`config.mk`:
```
export PLATFORM = sky130hd
export DESIGN_NAME = shift_register_serdes
export DESIGN_NICKNAME = d
export VERILOG_FILES = /design/src/rtl/shift_register_serdes.sv
export SDC_FILE = /design/constraint.sdc
export NUM_CORES = 1
export LEC_CHECK = 0
export CAP_MARGIN = 5
export CORE_MARGIN = 3
export CORE_UTILIZATION = 30
export DETAILED_ROUTE_END_ITERATION = 12
export GPL_TIMING_DRIVEN = 0
export MAX_ROUTING_LAYER = met4
export PLACE_DENSITY_LB_ADDON = 0.3
export REMOVE_ABC_BUFFERS = 1
export SLEW_MARGIN = 20
export SYNTH_ARGS = -nofsm -noshare
export SYNTH_HDL_FRONTEND = slang
export SYNTH_SLANG_ARGS = --single-unit
```
`constraint.sdc`:
```
create_clock -name clk_i -period 2 [get_ports clk_i]
set_input_delay 0.2 -clock clk_i [delete_from_list [all_inputs] [get_ports clk_i]]
set_output_delay 0.2 -clock clk_i [all_outputs]
set_load 0.03 [all_outputs]
```
`src/rtl/shift_register_serdes.sv`:
```
// Bidirectional shift-register SERDES: serial in/out MSB- or LSB-first with parallel load,
// per-word bit counting and a valid/ready output port for completed received words.
module shift_register_serdes #(
    parameter int       WIDTH     = 8,
    parameter bit       MSB_FIRST = 1'b1,
    localparam int      CW        = $clog2(WIDTH)
) (
    input  logic             clk_i,
    input  logic             rst_ni,
    input  logic             clear_i,
    input  logic             load_i,
    input  logic [WIDTH-1:0] load_data_i,
    input  logic             advance_i,
    input  logic             bit_i,
    output logic             bit_o,
    output logic [WIDTH-1:0] value_o,
    output logic [CW-1:0]    count_o,
    output logic             word_valid_o,
    input  logic             word_ready_i,
    output logic [WIDTH-1:0] word_o,
    output logic             overrun_o
);
    localparam logic [CW-1:0] LAST = CW'(WIDTH - 1);

    logic [WIDTH-1:0] shifted;
    logic             transfer;
    logic             complete;

    generate
        if (MSB_FIRST) begin : g_msb
            assign shifted = {value_o[WIDTH-2:0], bit_i};
            assign bit_o   = value_o[WIDTH-1];
        end else begin : g_lsb
            assign shifted = {bit_i, value_o[WIDTH-1:1]};
            assign bit_o   = value_o[0];
        end
    endgenerate

    assign transfer = word_valid_o && word_ready_i;
    // Only a real advance (not masked by clear or load) can finish a word.
    assign complete = !clear_i && !load_i && advance_i && (count_o == LAST);

    always_ff @(posedge clk_i or negedge rst_ni) begin
        if (!rst_ni) begin
            value_o      <= '0;
            count_o      <= '0;
            word_o       <= '0;
            word_valid_o <= 1'b0;
            overrun_o    <= 1'b0;
        end else if (clear_i) begin
            // Clear also empties the output word so no stale data survives a clear.
            value_o      <= '0;
            count_o      <= '0;
            word_o       <= '0;
            word_valid_o <= 1'b0;
            overrun_o    <= 1'b0;
        end else begin
            if (load_i) begin
                value_o <= load_data_i;
                count_o <= '0;
            end else if (advance_i) begin
                value_o <= shifted;
                count_o <= (count_o == LAST) ? '0 : count_o + CW'(1);
            end

            if (complete) begin
                word_o       <= shifted;
                word_valid_o <= 1'b1;
                if (word_valid_o && !transfer) begin
                    overrun_o <= 1'b1;
                end
            end else if (transfer) begin
                word_valid_o <= 1'b0;
            end
        end
    end
endmodule

```
======== Yosys cells after proc, flatten, opt, wreduce, memory -nomap -nowiden ========
Cells that the tools add are included.
word-level totals
  register bits ........................... 21
  bits in latches ......................... 0
  bits in writable memories ............... 0
  bits in read-only memories .............. 0
  input port bits ......................... 15
  output and inout port bits .............. 22
  logic and storage cells ................. 35
  memories ................................ 0
cells by class
  $add $sub $neg .......................... 1
  $mul .................................... 0
  divide/modulo/power cells ............... 0
  magnitude comparators ................... 0
  eq/ne operators ......................... 1
  shifts and indexed selects .............. 0
  muxes and demuxes ....................... 15
  bitwise logic cells ..................... 0
  reduce and logical (&&, ||, !) cells .... 13
operators by type and width
  kind                                                            count
  8-bit two-way mux                                               5
  3-bit two-way mux                                               4
  1-bit two-way mux                                               6
  3-bit nonzero test                                              2
  1-bit logical AND                                               5
  2-bit nonzero test                                              2
  3-bit by 1-bit adder with 3-bit output (second input constant)  1
  3-bit == test (second input constant)                           1
  1-bit zero test                                                 3
  2-bit AND reduction                                             1

======== Logic depth before layout (Yosys ltp) ========
Gate-level depths: netlist of the first run.
  depth after elaboration ................. 6
  depth in mapped cells ................... 5

======== Least setup slack after synthesis of the first run ========
Ideal clock, no wire load.
  path type ............................... register to register
  start ................................... register count_o[0]
  end ..................................... register word_o[0]
  setup time .............................. 0.125 ns
  arrival time ............................ 1.472 ns
  data required time ...................... 1.875 ns
  slack ................................... 0.403 ns
  stages on the path, launching flop included .. 6
  buffers on the path ..................... 1
  clock period less this slack ............ 1.597 ns
  cells stage by stage .................... dfrtp_1 -> ha_1 -> ha_1 -> nand4bb_1 -> buf_6 -> mux2_4
between the ends
  word-level cells in the longest chain between the ends .. 3
RTL lines
  item                                 RTL line  RTL
  start, declared                      17        output logic [CW-1:0] count_o,
  start signal, assigned               63        count_o <= (count_o == LAST) ? '0 : count_o + CW'(1);
  3-bit == test                        41        assign complete = !clear_i && !load_i && advance_i && (count_o == LAST);
  1-bit logical AND                    41
  2-bit nonzero test (no source line)  --
  end signal, assigned                 67        word_o <= shifted;
  end, declared                        20        output logic [WIDTH-1:0] word_o,
Every way passes these cells.
A chain may end at the register's enable or synchronous reset.

======== Worst setup path after layout of the first run ========
  start ................................... input port clear_i
  end ..................................... register word_o[5]
between the ends
  word-level cells in the longest chain between the ends .. 5
RTL lines
  item                                 RTL line  RTL
  start, declared                      10        input logic clear_i,
  1-bit zero test                      41
  1-bit logical AND (3 in series)      41
  2-bit nonzero test (no source line)  --
Parallel ways exist; a longest one is shown, timed or not.

==> flow_metrics.tcl, run 1 <==
set metrics [dict create \
    synth-compound-area-share 0.07938 \
    routed.top_layer "met4" \
    r2r_start "count_o[0]" \
    fp.dieW_um 65.33 \
    cpPeakStageDelay_ps 810 \
    slew_viol_final 0 \
    rsz0062_at_grt "no" \
    ios 37 \
    synth.distinct_cells 19 \
    crit_family "buffers and inverters" \
    critPathLaunch "clear_i" \
    wl_met1_um 1001 \
    wirelength_um 2226 \
    grt_max_degree 23 \
    synth_top_family_by_area "multiplexers" \
    crit_fanout 22 \
    final_util 0.4594 \
    grt_overflow_total 0 \
    ant_nets 0 \
    htreeDepth 1 \
    status "finished, final reports clean" \
    arrival_ps 2010 \
    final_area_um2 1471 \
    skew_ps 6.197 \
    fillers 329 \
    coreArea_um2 3203 \
    worst_setup_path_end_kind "flop" \
    path_cells "clkdlybuf4s50_1 -> nand4bb_4 -> mux2_4" \
    irDropWorstVdd_v 0.0002246 \
    place_ws_ps -600.4 \
    cts_root_buf "clkbuf_4" \
    diodes 0 \
    area_delta_synth_final_pct 39.34 \
    dr_wl_met3_um 110 \
    synthesis.area_per_instance_um2 12.88 \
    synth_mux_area_frac 0.2085 \
    worst_pin_slew_ps 921.6 \
    ys_seq_area_frac 0.4976 \
    relSlewSlack 0.3837 \
    wl_met2_um 1081 \
    grt_pass1_wl_um 3870 \
    layout_common_cells "clkdlybuf4s50_1 (36), dfrtp_1 (21), nor2b_1 (14)" \
    tritoncts "done" \
    synth_adder_area_share 0.02370 \
    vias 736 \
    synth_simple_gate_area_frac 0.1422 \
    drt_iter0_drc 12 \
    place_congestion 0.6926 \
    drc 0 \
    finalCritPeriodShare 0.9079 \
    drive_gt1_frac 0.1379 \
    clk_path_buf_depth 2 \
    start_kind "primary input" \
    clk_pin_slew_worst_paths_ps 120 \
    die_h_um 65.33 \
    ys_ff_latch 21 \
    grt_pass1_vias 815 \
    dp_hpwl_um 1594 \
    num_rows 20 \
    start_util 0.3297 \
    die_area_um2 4268 \
    cts_inserted_buffers 3 \
    netlist_area_um2 1056 \
    layout_commonest_cell "clkdlybuf4s50_1" \
    antenna_found_initial 0 \
    finalSetupTns_ps 0 \
    yosysWarnings 0 \
    cts.sink_count 21 \
    hold_viol_final 0 \
    power-per-cell-area_nw_per_um2 542.0 \
    routed_via_density 4.600 \
    postCtsSetupRepairBufs 0 \
    period_needed_ps 1816 \
    fmax_mhz 550.7 \
    min-delay-path-class "in2async" \
    maxCapViolCount 0 \
    leakage_nw 0.6610 \
    port_buffers 36 \
    finalSetupViolations 0 \
    required_ps 2190 \
    placedInstanceArea_um2 1428 \
    r2r_setup_slack_ps 450 \
    layout.nets 134 \
    clk_latency_ps 300 \
    synthCells 82 \
    synthXorXnorAreaFrac 0 \
    first_pass_iters 3 \
    r2r_end "word_o[5]" \
    wire_per_inst_um 13.91 \
    crit_path_top_delay_cell "clkdlybuf4s50_1" \
    rr_worst_depth 4 \
    worst_slack_ps 184.1 \
    path_class "in2reg" \
    grt_use_total 0.1197 \
    cp_num_buf_inv 1 \
]
==> Yosys cell counts <==
| master | instances | area share |
|---|---|---|
| mux2_4 | 8 | 0.11 |
| buf_2 | 2 | 0.0095 |
| inv_1 | 2 | 0.0071 |
| nor3_1 | 2 | 0.0095 |
| and2b_4 | 2 | 0.019 |
| ha_1 | 2 | 0.024 |
| nand2b_1 | 2 | 0.012 |
| clkbuf_1 | 1 | 0.0036 |
| buf_6 | 2 | 0.021 |
| mux2i_1 | 10 | 0.095 |
| o21ai_1 | 1 | 0.0047 |
| nand4bb_1 | 1 | 0.011 |
| a211oi_1 | 8 | 0.057 |
| dfrtp_1 | 21 | 0.50 |
| or3b_1 | 1 | 0.0083 |
| nor2b_1 | 14 | 0.083 |
| a211oi_2 | 1 | 0.012 |
| o22ai_1 | 1 | 0.0059 |
| buf_4 | 1 | 0.0071 |
==> metrics by stage <==
stage                     cells  total power [mW]  hold WS [ps]
after detailed placement    156            0.6048         520.2
after global routing        160            0.8387         473.5
after global placement      156            0.6027         515.9
after CTS                   160            0.8136         435.9
after floorplan              76            0.5168        -95.59
final                       160            0.7976         405.5
==> worst reg2reg max path: cells and delay by family (launching register included) <==
| kind | cells | cell delay [ps] |
|---|---|---|
| adder cells (fa/ha/maj) | 2 | 370 |
| AND/OR/NAND/NOR | 1 | 270 |
| flip-flops | 1 | 420 |
| multiplexers | 1 | 390 |
==> how the worst max path moves through the flow <==
stage / endpoint / cells after the start / slack (ps)
6_report: word_o[5] / 3 / 180
5_1_grt: word_o[5] / 3 / 90
4_1_cts: word_o[7] / 3 / 170
3_5_place_dp: word_o[2] / 3 / -600
3_3_place_gp: word_o[0] / 3 / -570
2_1_floorplan: word_o[0] / 4 / 110
==> state kept, by name, summed over array words and instances (netlist names) <==
register,count
word_o,8
word_valid_o,1
overrun_o,1
value_o,8
count_o,3
==> logic make-up (layout without fill, tap and decap cells) <==
family                     Yosys count  in the layout
adders and majority gates            2              2
muxes                               18             18
buffers and inverters                8             42
AOI/OAI and AO/OA                   11             11
DFF                                 21             21
and+or+nand+nor                     22             22
==> final cells by class <==
type | count | area [um^2] | share of cell area
clock inverter | 1 | 5.005 | 0.003401
multi-input combinational | 53 | 495.5 | 0.3367
tap | 44 | 55.05 | 0.03741
inverter | 2 | 7.507 | 0.005102
clock buffer | 3 | 22.52 | 0.01531
sequential | 21 | 525.5 | 0.3571
timing repair buffer | 36 | 360.3 | 0.2449
==> report_power, final <==
group	internal [mW]	switching (mW)	total, mW	leakage (nW)
Combinational	0.0710	0.0749	0.146	0.358
Clock	0.0744	0.127	0.201	0.0177
Sequential	0.437	0.0134	0.450	0.285
Total	0.582	0.215	0.798	0.661
==> routing by layer <==
layer	up-vias	GRT usage
met5	-	-
met4	0	0.05440
met3	2	0.01880
met2	21	0.1934
met1	357	0.1478
li1	356	-
==> repair_timing <==
item	CTS	global route
gates resized for setup	2	0
hold buffers	0	0
setup endpoints to repair	9	0
Note: power is estimated with default switching activity, not from simulation.
==> run 2, diff against run 1 <==
Settings changed: CORE_UTILIZATION 30 to 44, CTS_CLUSTER_SIZE from default to 25, HOLD_SLACK_MARGIN from default to 0.02.
==> run 2 against run 1 <==
First-iteration DRC count decreased by 50%. Non-clock buffer count unchanged. Global-route usage increased by 4.4 points. Largest cell class unchanged. Clock-buffer cell count increased by 1. Sequential share of layout area increased by 0.52 points. Final area decreased by 1.4%. Worst hold slack improved by 15 ps.
==> flow_metrics.tcl, run 2 (synthesis gave the netlist of run 1 again) <==
set metrics [dict create \
    status "finished, final reports clean" \
    irDropWorstVdd_v 0.0003429 \
    drt_iter0_drc 6 \
    wirelength_um 2207 \
    relSlewSlack 0.3562 \
    fmax_mhz 546.4 \
    holdWs_ps 420.1 \
    final_util 0.6432 \
    start_util 0.4684 \
    cpPeakStageDelay_ps 840 \
    port_buffers 36 \
    power-per-cell-area_nw_per_um2 554.6 \
    worst_pin_slew_ps 962.7 \
    tritoncts "done" \
    finalCritPeriodShare 0.9150 \
    cts.sink_count 21 \
    grt_max_degree 23 \
    layout.nets 134 \
    arrival_ps 2020 \
    required_ps 2190 \
    slew_viol_final 0 \
    fp.dieW_um 54.99 \
    drc 0 \
    routed_via_density 5.208 \
    clk_path_buf_depth 2 \
    period_needed_ps 1830 \
    cts_root_buf "clkbuf_4" \
    worst_setup_path_end_kind "flop" \
    largestRegisters "value_o (8), word_o (8), count_o (3)" \
    min-delay-path-class "in2async" \
    first_pass_iters 4 \
    drive_gt1_frac 0.1293 \
    placedInstanceArea_um2 1408 \
    ant_nets 0 \
    maxCapViolCount 0 \
    cp_num_buf_inv 1 \
    postCtsSetupRepairBufs 0 \
    finalSetupTns_ps 0 \
    grt_pass1_vias 761 \
    htreeDepth 1 \
    num_rows 17 \
    finalSetupViolations 0 \
    clk_latency_ps 300 \
    die_area_um2 3024 \
    crit_family "buffers and inverters" \
    wire_per_inst_um 15.33 \
    grt_pass1_wl_um 3422 \
    leakage_nw 0.6583 \
    clk_pin_slew_worst_paths_ps 120 \
    start_kind "primary input" \
    grt_use_total 0.1637 \
    cts_inserted_buffers 3 \
    crit_path_top_delay_cell "clkdlybuf4s50_1" \
    area_delta_synth_final_pct 37.32 \
    rsz0062_at_grt "no" \
    place_congestion 0.6961 \
    skew_ps 7.215 \
    coreArea_um2 2255 \
    path_class "in2reg" \
    layout_commonest_cell "clkdlybuf4s50_1" \
    vias 750 \
    die_h_um 54.99 \
    hold_viol_final 0 \
    crit_fanout 22 \
    grt_overflow_total 0 \
    diodes 0 \
    antenna_found_initial 0 \
    ios 37 \
    path_cells "clkdlybuf4s50_1 -> nand4bb_4 -> mux2_4" \
    final_area_um2 1450 \
    layout_common_cells "clkdlybuf4s50_1 (36), dfrtp_1 (21), nor2b_1 (14)" \
]
## run 2: worst paths after layout
check                          startpoint          to  slack (ps)  depth (start not counted)
hold reg to reg                 overrun_o   overrun_o         540                          2
setup / recovery                  clear_i   word_o[5]         170                          3
hold / removal                     rst_ni   word_o[4]         420                          1
min in group clk_i         load_data_i[0]  value_o[0]         490                          3
max in group asynchronous          rst_ni  count_o[0]        1000                          1
setup reg to reg               count_o[0]   word_o[5]         450                          4
## run 2: stage by stage
| stage | cells | power (mW) | setup WS (ps) |
|---|---|---|---|
| after CTS | 144 | 0.8074 | 175.1 |
| final | 144 | 0.8043 | 169.9 |
| after floorplan | 76 | 0.5168 | 112.8 |
| after detailed placement | 140 | 0.6042 | -563.7 |
| after global routing | 144 | 0.8347 | 96.24 |
| after global placement | 140 | 0.6013 | -549.5 |
## run 2: per-layer routing
layer / vias up / global-route usage / routed length (um)
met1: 367 / 0.2139 / 1015
met2: 27 / 0.2579 / 1053
li1: 354 / - / -
met4: 0 / 0.06073 / 10
met5: - / - / 0
met3: 2 / 0.02413 / 128
## run 2: where the power goes
group | leakage, nW | total [mW] | switching, mW | internal, mW
clock network | 0.0150 | 0.206 | 0.129 | 0.0776
registers | 0.285 | 0.451 | 0.0139 | 0.437
logic | 0.358 | 0.147 | 0.0761 | 0.0709
## run 2: timing repair
action | 4_1_cts | 5_1_grt
gates resized for setup | 2 | 0
hold buffers | 0 | 0
endpoints found under the setup margin | 9 | 0
## run 2: area by class of cell
cell class	count	area [um^2]
inverters	2	7.507
fillers	199	804.5
repair buffers	36	360.3
flip-flops and latches	21	525.5
well taps	28	35.03
multi-input cells	53	495.5
clock buffers	4	26.28
